[config.mk]
export PLATFORM = sky130hd
export DESIGN_NAME = uart_rx_core
export DESIGN_NICKNAME = d
export VERILOG_FILES = /design/src/rtl/uart_rx_core.sv
export SDC_FILE = /design/constraint.sdc
export NUM_CORES = 1
export LEC_CHECK = 0
export CORE_MARGIN = 2
export CORE_UTILIZATION = 57
export DETAILED_ROUTE_END_ITERATION = 7
export PLACE_DENSITY_LB_ADDON = 0.15
export SLEW_MARGIN = 10
export SYNTH_ARGS = -nofsm -noshare
export SYNTH_HDL_FRONTEND = slang
export SYNTH_SLANG_ARGS = --single-unit
[constraint.sdc]
create_clock -name clk -period 3.09 [get_ports clk]
set_clock_uncertainty 0.05 [all_clocks]
set_input_delay 0.4635 -clock clk [delete_from_list [all_inputs] [get_ports clk]]
set_output_delay 0.4635 -clock clk [all_outputs]
set_load 0.02 [all_outputs]
[src/rtl/uart_rx_core.sv]
// 8N1 UART receiver: 2-flop sync, mid-bit sampling, byte out one cycle after the stop sample.
// Backpressure: rx_valid holds the byte until rx_ready; a byte finished while full is dropped and flags overrun.
module uart_rx_core #(
  parameter int unsigned DIV = 104
) (
  input  logic       clk,
  input  logic       rst_n,
  input  logic       rx_in,
  output logic [7:0] rx_data,
  output logic       rx_valid,
  input  logic       rx_ready,
  output logic       frame_err,
  output logic       overrun,
  output logic       busy
);

  localparam int unsigned CW = $clog2(DIV);
  localparam logic [CW-1:0] CNT_LAST = CW'(DIV - 1);
  localparam logic [CW-1:0] CNT_HALF = CW'(DIV / 2 - 1);

  typedef enum logic [2:0] {
    ST_IDLE,
    ST_START,
    ST_DATA,
    ST_STOP,
    ST_BREAK
  } state_t;

  state_t        state_q, state_d;
  logic [CW-1:0] cnt_q, cnt_d;
  logic [2:0]    idx_q, idx_d;
  logic [7:0]    shift_q, shift_d;
  logic [7:0]    data_q, data_d;
  logic          valid_q, valid_d;
  logic          ferr_q, ferr_d;
  logic          ovr_q, ovr_d;
  logic          sync1_q, rx_s_q;
  logic          deliver;
  logic          handshake;

  // Synchronizer flops reset to the idle-high line level so reset never looks like a start bit.
  always_ff @(posedge clk or negedge rst_n) begin
    if (!rst_n) begin
      sync1_q <= 1'b1;
      rx_s_q  <= 1'b1;
    end else begin
      sync1_q <= rx_in;
      rx_s_q  <= sync1_q;
    end
  end

  always_ff @(posedge clk or negedge rst_n) begin
    if (!rst_n) begin
      state_q <= ST_IDLE;
      cnt_q   <= '0;
      idx_q   <= '0;
      shift_q <= '0;
      data_q  <= '0;
      valid_q <= 1'b0;
      ferr_q  <= 1'b0;
      ovr_q   <= 1'b0;
    end else begin
      state_q <= state_d;
      cnt_q   <= cnt_d;
      idx_q   <= idx_d;
      shift_q <= shift_d;
      data_q  <= data_d;
      valid_q <= valid_d;
      ferr_q  <= ferr_d;
      ovr_q   <= ovr_d;
    end
  end

  always_comb begin
    state_d = state_q;
    cnt_d   = cnt_q;
    idx_d   = idx_q;
    shift_d = shift_q;
    deliver = 1'b0;
    ferr_d  = 1'b0;
    unique case (state_q)
      ST_IDLE: begin
        cnt_d = '0;
        if (!rx_s_q) state_d = ST_START;
      end
      ST_START: begin
        if (cnt_q == CNT_HALF) begin
          cnt_d   = '0;
          idx_d   = '0;
          state_d = rx_s_q ? ST_IDLE : ST_DATA;
        end else begin
          cnt_d = cnt_q + CW'(1);
        end
      end
      ST_DATA: begin
        if (cnt_q == CNT_LAST) begin
          cnt_d   = '0;
          // Right shift so that after eight samples bit 0 holds the first (LSB) bit.
          shift_d = {rx_s_q, shift_q[7:1]};
          if (idx_q == 3'd7) state_d = ST_STOP;
          else               idx_d   = idx_q + 3'd1;
        end else begin
          cnt_d = cnt_q + CW'(1);
        end
      end
      ST_STOP: begin
        if (cnt_q == CNT_LAST) begin
          cnt_d = '0;
          if (rx_s_q) begin
            deliver = 1'b1;
            state_d = ST_IDLE;
          end else begin
            ferr_d  = 1'b1;
            state_d = ST_BREAK;
          end
        end else begin
          cnt_d = cnt_q + CW'(1);
        end
      end
      ST_BREAK: begin
        cnt_d = '0;
        if (rx_s_q) state_d = ST_IDLE;
      end
      default: state_d = ST_IDLE;
    endcase
  end

  assign handshake = valid_q & rx_ready;

  // A handshake in the same cycle as a delivery frees the slot, so the new byte loads without overrun.
  always_comb begin
    data_d  = data_q;
    valid_d = valid_q;
    ovr_d   = ovr_q;
    if (handshake) begin
      valid_d = 1'b0;
      ovr_d   = 1'b0;
    end
    if (deliver) begin
      if (!valid_q || handshake) begin
        data_d  = shift_q;
        valid_d = 1'b1;
      end else begin
        ovr_d = 1'b1;
      end
    end
  end

  assign rx_data   = data_q;
  assign rx_valid  = valid_q;
  assign frame_err = ferr_q;
  assign overrun   = ovr_q;
  assign busy      = (state_q != ST_IDLE);

endmodule
### Yosys cells after proc, flatten, opt, wreduce, memory -nomap -nowiden

Cells that the tools add are included.

| word-level totals | value |
|---|---|
| register bits | 34 |
| latch bits | 0 |
| RAM bits | 0 |
| ROM bits | 0 |
| bits of input ports | 4 |
| memories kept | 0 |

| cells by class | value |
|---|---|
| add/subtract/negate cells | 2 |
| $mul | 0 |
| divide/modulo/power cells | 0 |
| order comparisons | 0 |
| equality and inequality tests | 14 |
| shift operators | 0 |
| mux-type cells | 28 |
| bitwise logic cells | 1 |
| reductions and logical operators | 12 |

Operators by type and width:

| kind | count |
|---|---|
| 2-to-1 mux 3 bit | 10 |
| case mux 7 bit (3 select lines) | 1 |
| case mux 3 bit (5 select lines) | 1 |
| 2-to-1 mux 7 bit | 2 |
| inequality test 2 bit (second input constant) | 7 |
| 2-to-1 mux 1 bit | 12 |
| adder 7 x 1 -> 7 bit (second input constant) | 1 |
| equality test 7 x 6 -> 1 bit (second input constant) | 1 |
| equality test 7 bit (second input constant) | 1 |
| equality test 3 x 2 -> 1 bit (second input constant) | 2 |
| equality test 3 bit (second input constant) | 2 |
| case mux 3 bit (2 select lines) | 1 |
| AND reduction 6 bit | 1 |
| nonzero test 3 bit | 2 |
| AND reduction 2 bit | 2 |
| AND reduction 4 bit | 1 |
| OR reduction 2 bit | 2 |
| adder 3 x 1 -> 3 bit (second input constant) | 1 |
| equality test 3 x 1 -> 1 bit (second input constant) | 1 |
| zero test 3 bit | 1 |
| 2-to-1 mux 2 bit | 1 |
| nonzero test 2 bit | 1 |
| AND 1 bit | 1 |
| zero test 1 bit | 1 |
| logical OR 1 bit | 1 |

### Logic depth before layout (Yosys ltp)

Gate-level depths: netlist of run 1.

| logic depth | value |
|---|---|
| word-level depth | 4 |
| mapped depth | 6 |

### Least setup slack after synthesis of run 1

Ideal clock, no wire load.

| timing path | value |
|---|---|
| path kind | register -> register |
| start | reg cnt_q[0] |
| end | reg idx_q[0] |
| data arrival time | 1834 ps |
| setup slack | 1080 ps |
| cell stages (with the launch flop) | 6 |
| cell sequence | dfrtp_1 -> ha_1 -> nand3_1 -> or4_4 -> o22ai_4 -> mux2_4 |

| between the ends | value |
|---|---|
| longest elaborated chain between the ends | 3 |
| elaborated cells between the ends (all ways) | 5 |

RTL lines:

| what | line | RTL |
|---|---|---|
| start, declared | 30 | `logic [CW-1:0] cnt_q, cnt_d;` |
| start signal, assigned | 64 | `cnt_q <= cnt_d;` |
| equality test 7 bit or equality test 7 x 6 -> 1 bit (tied branches) | 96, 87 |  |
| inequality test 2 bit (no line) | n/a |  |
| AND reduction 4 bit (no line) (*) | n/a |  |
| end signal, assigned | 65 | `idx_q <= idx_d;` |
| end, declared | 31 | `logic [2:0] idx_q, idx_d;` |

Mark *: on every way between the ends. The rest lies on a longest branch, timed or not.
A chain may end at the register's enable or synchronous reset.

### Worst setup path after layout of run 1

| timing path | value |
|---|---|
| start | reg state_q[1] |
| end | out busy |

| between the ends | value |
|---|---|
| longest elaborated chain between the ends | 1 |

RTL lines:

| what | line | RTL |
|---|---|---|
| start, declared | 29 | `state_t state_q, state_d;` |
| start signal, assigned | 63 | `state_q <= state_d;` |
| nonzero test 3 bit | 153 | `assign busy = (state_q != ST_IDLE);` |
| end, declared | 14 | `output logic busy` |

No other way between the ends.

==> run metrics, run 1 <==
outcome=finished, final reports clean; post-detail-place hpwl=1890 um; Total GRT Usage=18.9%; Residual DRC=0; DR pass1 iterations=4; Max IR drop VDD=0.540 mV; Setup Fix Bufs, Post-CTS=0; Mapped Area=1590 sq um; Worst Setup End Kind=primary output; final WL=2660 um; Nets=159; Synth area leader=dfrtp_1; clock slew at reported path FFs=100 ps; Die Area=3230 sq um; worst rel slew slack=63.2%; first-pass GRT wire length=4580 um; TritonCTS buffer count=5; Mapped Nets=140; Placed Area=1770 sq um; initial antenna violation count=0; post-layout minimum cycle time=2290 ps; clk buf depth=2; chip height=56.8 um; hold crit path type=flop to flop; Reg2Reg Launch Point=cnt_q[0]; hold slack=311 ps; top cell type's share of synthesized area=50.4%; Tcrit/Tclk final=74.0%; Post-Layout Cell Count=184; Worst path top cell family by delay=buffers and inverters; CP arrival=1770 ps; most common cell after layout, fill and taps aside=dfrtp_1; Synth Register Bits=34; reg-to-reg critical path endpoint=idx_q[0]; P per Cell Area=471 nW/um^2; flop2flop setup slack=950 ps; worst path cell trace=nor2_1 -> nand2_1 -> clkdlybuf4s50_1; Slowest cell on crit path=clkdlybuf4s50_1; Critical path origin=state_q[1]; # rows=19; setup TNS=0 ps; diodes inserted=0; CTS tree=built; most frequent cells in the layout=dfrtp_1 (32), mux2_2 (17), clkdlybuf4s50_1 (15); gr ovfl total=0; post-route design area=1880 sq um; Gate Count Post-Synth=133; Starting Density=58.6%; r2r worst-path depth=5; total clock sinks=34; core area=2710 sq um; Routed Antenna Nets=0; Via density=5.70; Seq/Total Area, Yosys=53.7%; Setup crit end=busy; slowest stage delay, CP=540 ps; synthesized area per cell=11.9 sq um; CP max FO=11; CP Buf/Inv Count=1; crit path launch type=flop; clock root cell=clkbuf_4; unrepaired setup endpoints after global routing=false; drt wl/cell=14.5 um; Yosys Warn Count=0; share of layout cells above drive strength 1=24.8%; leakage power=0.850 nW; Final Hold Viols=0; type of the worst setup path=flop to primary output; Max Transition Viols Final=0; hold buffers post-CTS=0; top post-synthesis cells by area=dfrtp_1 (50%), mux2_2 (12%), dfstp_2 (3.3%); Final Setup Violations=0; vias in the first global route=991; layout overhead on the synthesized area=18.1%; IO Pins=16; Worst Path Required=2580 ps; total number of cells along the worst setup path=3; H-tree depth=2; worst slew pin tran=548 ps; Port Buf Inserts=15; Worst-Skew Late Latency=330 ps; Die X=56.8 um; synth unique cells=39; Iter 0 DRT Violations=21; FMAX=437 MHz; pin count of the biggest net entering global routing=35; MaxCap Viol Count=0; vias=1049; placed cells=176; GP Congestion=0.835; post-cts resize count=0
through the flow:
stage	power (mW)	utilization, %	worst slack [ps]
finish	0.885	69.3	804
floorplan	0.458	-	1080
global route	0.912	69.3	657
detailed placement	0.472	65.1	955
global placement	0.472	65.1	1030
CTS	0.895	69.3	793
power by group:
part	internal [mW]	switching, mW	total, mW
clock	0.274	0.147	0.422
combinational	0.00467	0.00985	0.0145
sequential	0.447	0.00131	0.448
synthesized netlist by cell type:
cell	n
or3_4	1
dfstp_2	2
a21oi_1	5
nand2_1	11
o21a_1	1
inv_1	6
mux2_2	17
and4bb_2	1
or3_1	1
nand4_1	1
clkbuf_2	1
and2b_1	1
dfrtp_1	32
nand3_4	1
nor2b_1	2
a2bb2oi_1	1
buf_2	3
nor4_4	1
nand2_2	1
and3_1	1
a22o_1	2
nand3_1	3
o22ai_4	1
and3_2	1
o21ai_0	4
ha_1	3
nor4_1	1
or2_2	1
nor3_1	5
or4_1	1
a32o_1	1
mux2_4	1
and2_1	1
xnor2_1	3
or4_4	1
a211o_1	1
nor2_1	9
mux2i_1	3
o211ai_1	1
cell families (layout without fill, tap and decap cells):
| family | Yosys count | in the layout | synth area share (%) |
|---|---|---|---|
| compound gates | 17 | 17 | 7.87 |
| flops | 34 | 34 | 53.7 |
| buf+inv | 10 | 30 | 2.68 |
| simple gates | 45 | 45 | 16.9 |
| fa+ha+maj | 3 | 3 | 2.36 |
| mux | 21 | 21 | 14.9 |
| xor+xnor | 3 | 3 | 1.65 |
per-layer routing:
layer  track usage (%)  share of wire [%]  up-vias
met5                 0                  0        -
met4              7.97                1.2        0
met3              5.07                4.4        5
met2              29.2                 48       21
met1              25.0                 46      513
li1                  -                  -      510
worst min-delay path by stage:
stage                  from  endpoint  slack (ps)  depth (start not counted)
floorplan             rst_n  cnt_q[0]         120                          0
global placement    sync1_q    rx_s_q         300                          0
detailed placement  sync1_q    rx_s_q         300                          0
CTS                 sync1_q    rx_s_q         310                          0
global route        sync1_q    rx_s_q         310                          0
finish              sync1_q    rx_s_q         310                          0
cell type report:
class / instances / area [sq um]
timing repair buffer: 16 / 158
sequential: 34 / 853
clock buffer: 6 / 51.3
inverter: 6 / 22.5
clock inverter: 2 / 60.1
fill: 224 / 833
tap: 31 / 38.8
multi-input combinational: 89 / 693
flip-flops by register name, summed over array words and instances, names as in the netlist:
name / flops
cnt_q: 7
frame_err: 1
idx_q: 3
overrun: 1
rx_data: 8
rx_s_q: 1
rx_valid: 1
shift_q: 8
state_q: 3
sync1_q: 1
Note: power is estimated with default switching activity, not from simulation.
==> run 2: changes to the inputs <==
CORE_UTILIZATION = 50   (was 57)
clock period = 1.97 ns   (was 3.09 ns; I/O delays follow)
==> run metrics, run 2 (synthesized netlist as in run 1, its figures left out) <==
outcome=finished, final reports clean; Iter 0 DRT Violations=15; final WL=2810 um; Worst-Skew Late Latency=330 ps; fillers=257; chip height=60.4 um; Placed Area=1870 sq um; Routed Antenna Nets=0; Port Buf Inserts=15; power share of the combinational group=2.0%; clock share of power=32.9%; Final Setup Violations=0; P per Cell Area=556 nW/um^2; total clock sinks=34; TritonCTS buffer count=5; Die X=60.4 um; first-pass GRT wire length=4780 um; # rows=20; core area=3030 sq um; Worst Setup End Kind=flop; CTS tree=built; Max Transition Viols Final=0; Residual DRC=0; Flop pwr share=65.1%; most frequent cells in the layout=dfrtp_1 (31), mux2_2 (17), clkdlybuf4s50_1 (14); Nets=172; layout overhead on the synthesized area=22.4%; GP Congestion=0.814; unrepaired setup endpoints after global routing=true; type of the worst setup path=flop to flop; worst path cell trace=or3_4 -> or4_4 -> o22ai_4 -> mux2_4; clk buf depth=2; Worst Path Required=2140 ps; leakage power=0.883 nW; H-tree depth=2; Tcrit/Tclk final=96.9%; CP max FO=5; Int Power=0.844 mW; FMAX=524 MHz; diodes inserted=0; gr ovfl total=0; clock root cell=clkbuf_4; setup TNS=0 ps; share of layout cells above drive strength 1=31.9%; CP arrival=2070 ps; hold buffers post-CTS=0; Final Hold Viols=0; drt wl/cell=13.4 um; IO Pins=16; vias in the first global route=1080; Total GRT Usage=18.0%; vias=1089; Via density=5.19; clock slew at reported path FFs=110 ps; most common cell after layout, fill and taps aside=dfrtp_1; Die Area=3650 sq um; post-layout minimum cycle time=1910 ps; Sw Share=21.9%; Slowest cell on crit path=or4_4; worst slew pin tran=403 ps; DR pass1 iterations=4; post-detail-place hpwl=2030 um; Starting Density=52.5%; initial antenna violation count=0; hold crit path type=input port to asynchronous set/reset pin; Max IR drop VDD=0.416 mV; MaxCap Viol Count=0; worst rel slew slack=72.9%; post-route design area=1940 sq um; crit path launch type=flop; Psw=0.236 mW; pin count of the biggest net entering global routing=35; slowest stage delay, CP=460 ps
==> run 2: stage by stage <==
step	std cells	util, %	power, mW	hold slack, ps	setup slack [ps]
global route	210	64.2	1.14	293	-17.2
floorplan	133	-	0.718	-50.1	1.56
CTS	208	63.6	1.10	303	53.6
global placement	200	61.7	0.740	297	92.8
finish	210	64.2	1.08	305	62.0
detailed placement	200	61.7	0.740	302	67.4
==> run 2: routing by layer <==
metal | vias to the layer above | wire, um | global-route usage (%)
met1 | 536 | 1270 | 23.2
li1 | 535 | - | -
met5 | - | 0 | 0
met2 | 16 | 1440 | 29.0
met3 | 2 | 85 | 3.84
met4 | 0 | 14 | 8.57
==> run 2: final timing paths <==
kind | from | to | slack, ps | depth (start not counted)
max | cnt_q[3] | idx_q[0] | 60 | 4
min | rst_n | overrun | 300 | 2
max reg2reg | cnt_q[3] | idx_q[0] | 60 | 4
min reg2reg | sync1_q | rx_s_q | 310 | 0
max in group asynchronous | rst_n | sync1_q | 1220 | 2
min in group clk | sync1_q | rx_s_q | 310 | 0
==> run 2: area by class of cell <==
class	instances	area [sq um]	share of cell area, %
clock buffers	6	41.3	2.12
clock inverters	2	10.0	0.515
inverters	6	22.5	1.16
multi-input cells	89	703	36.2
flip-flops and latches	34	855	44.0
well taps	44	55.1	2.83
repair buffers	29	258	13.3
==> run 2: power groups by stage <==
stage	clock [mW]	sequential [mW]	combinational, mW
final	0.356	0.703	0.0221
after detailed placement	0	0.717	0.0235
after global routing	0.409	0.704	0.0262
after floorplan	0	0.716	0.00203
after CTS	0.377	0.703	0.0237
after global placement	0	0.717	0.0231
==> run 2: timing repair <==
item	4_1_cts	5_1_grt
resized for setup	4	1
buffers inserted	0	2
pin swaps	0	0
endpoints found under the setup margin	1	3
==> run 2: critical path: cells and delay by family (launching register included) <==
kind             cells  cell delay, ps
AND/OR/NAND/NOR      2             840
multiplexers         1             310
AO/OA/AOI/OAI        1             190
flip-flops           1             420
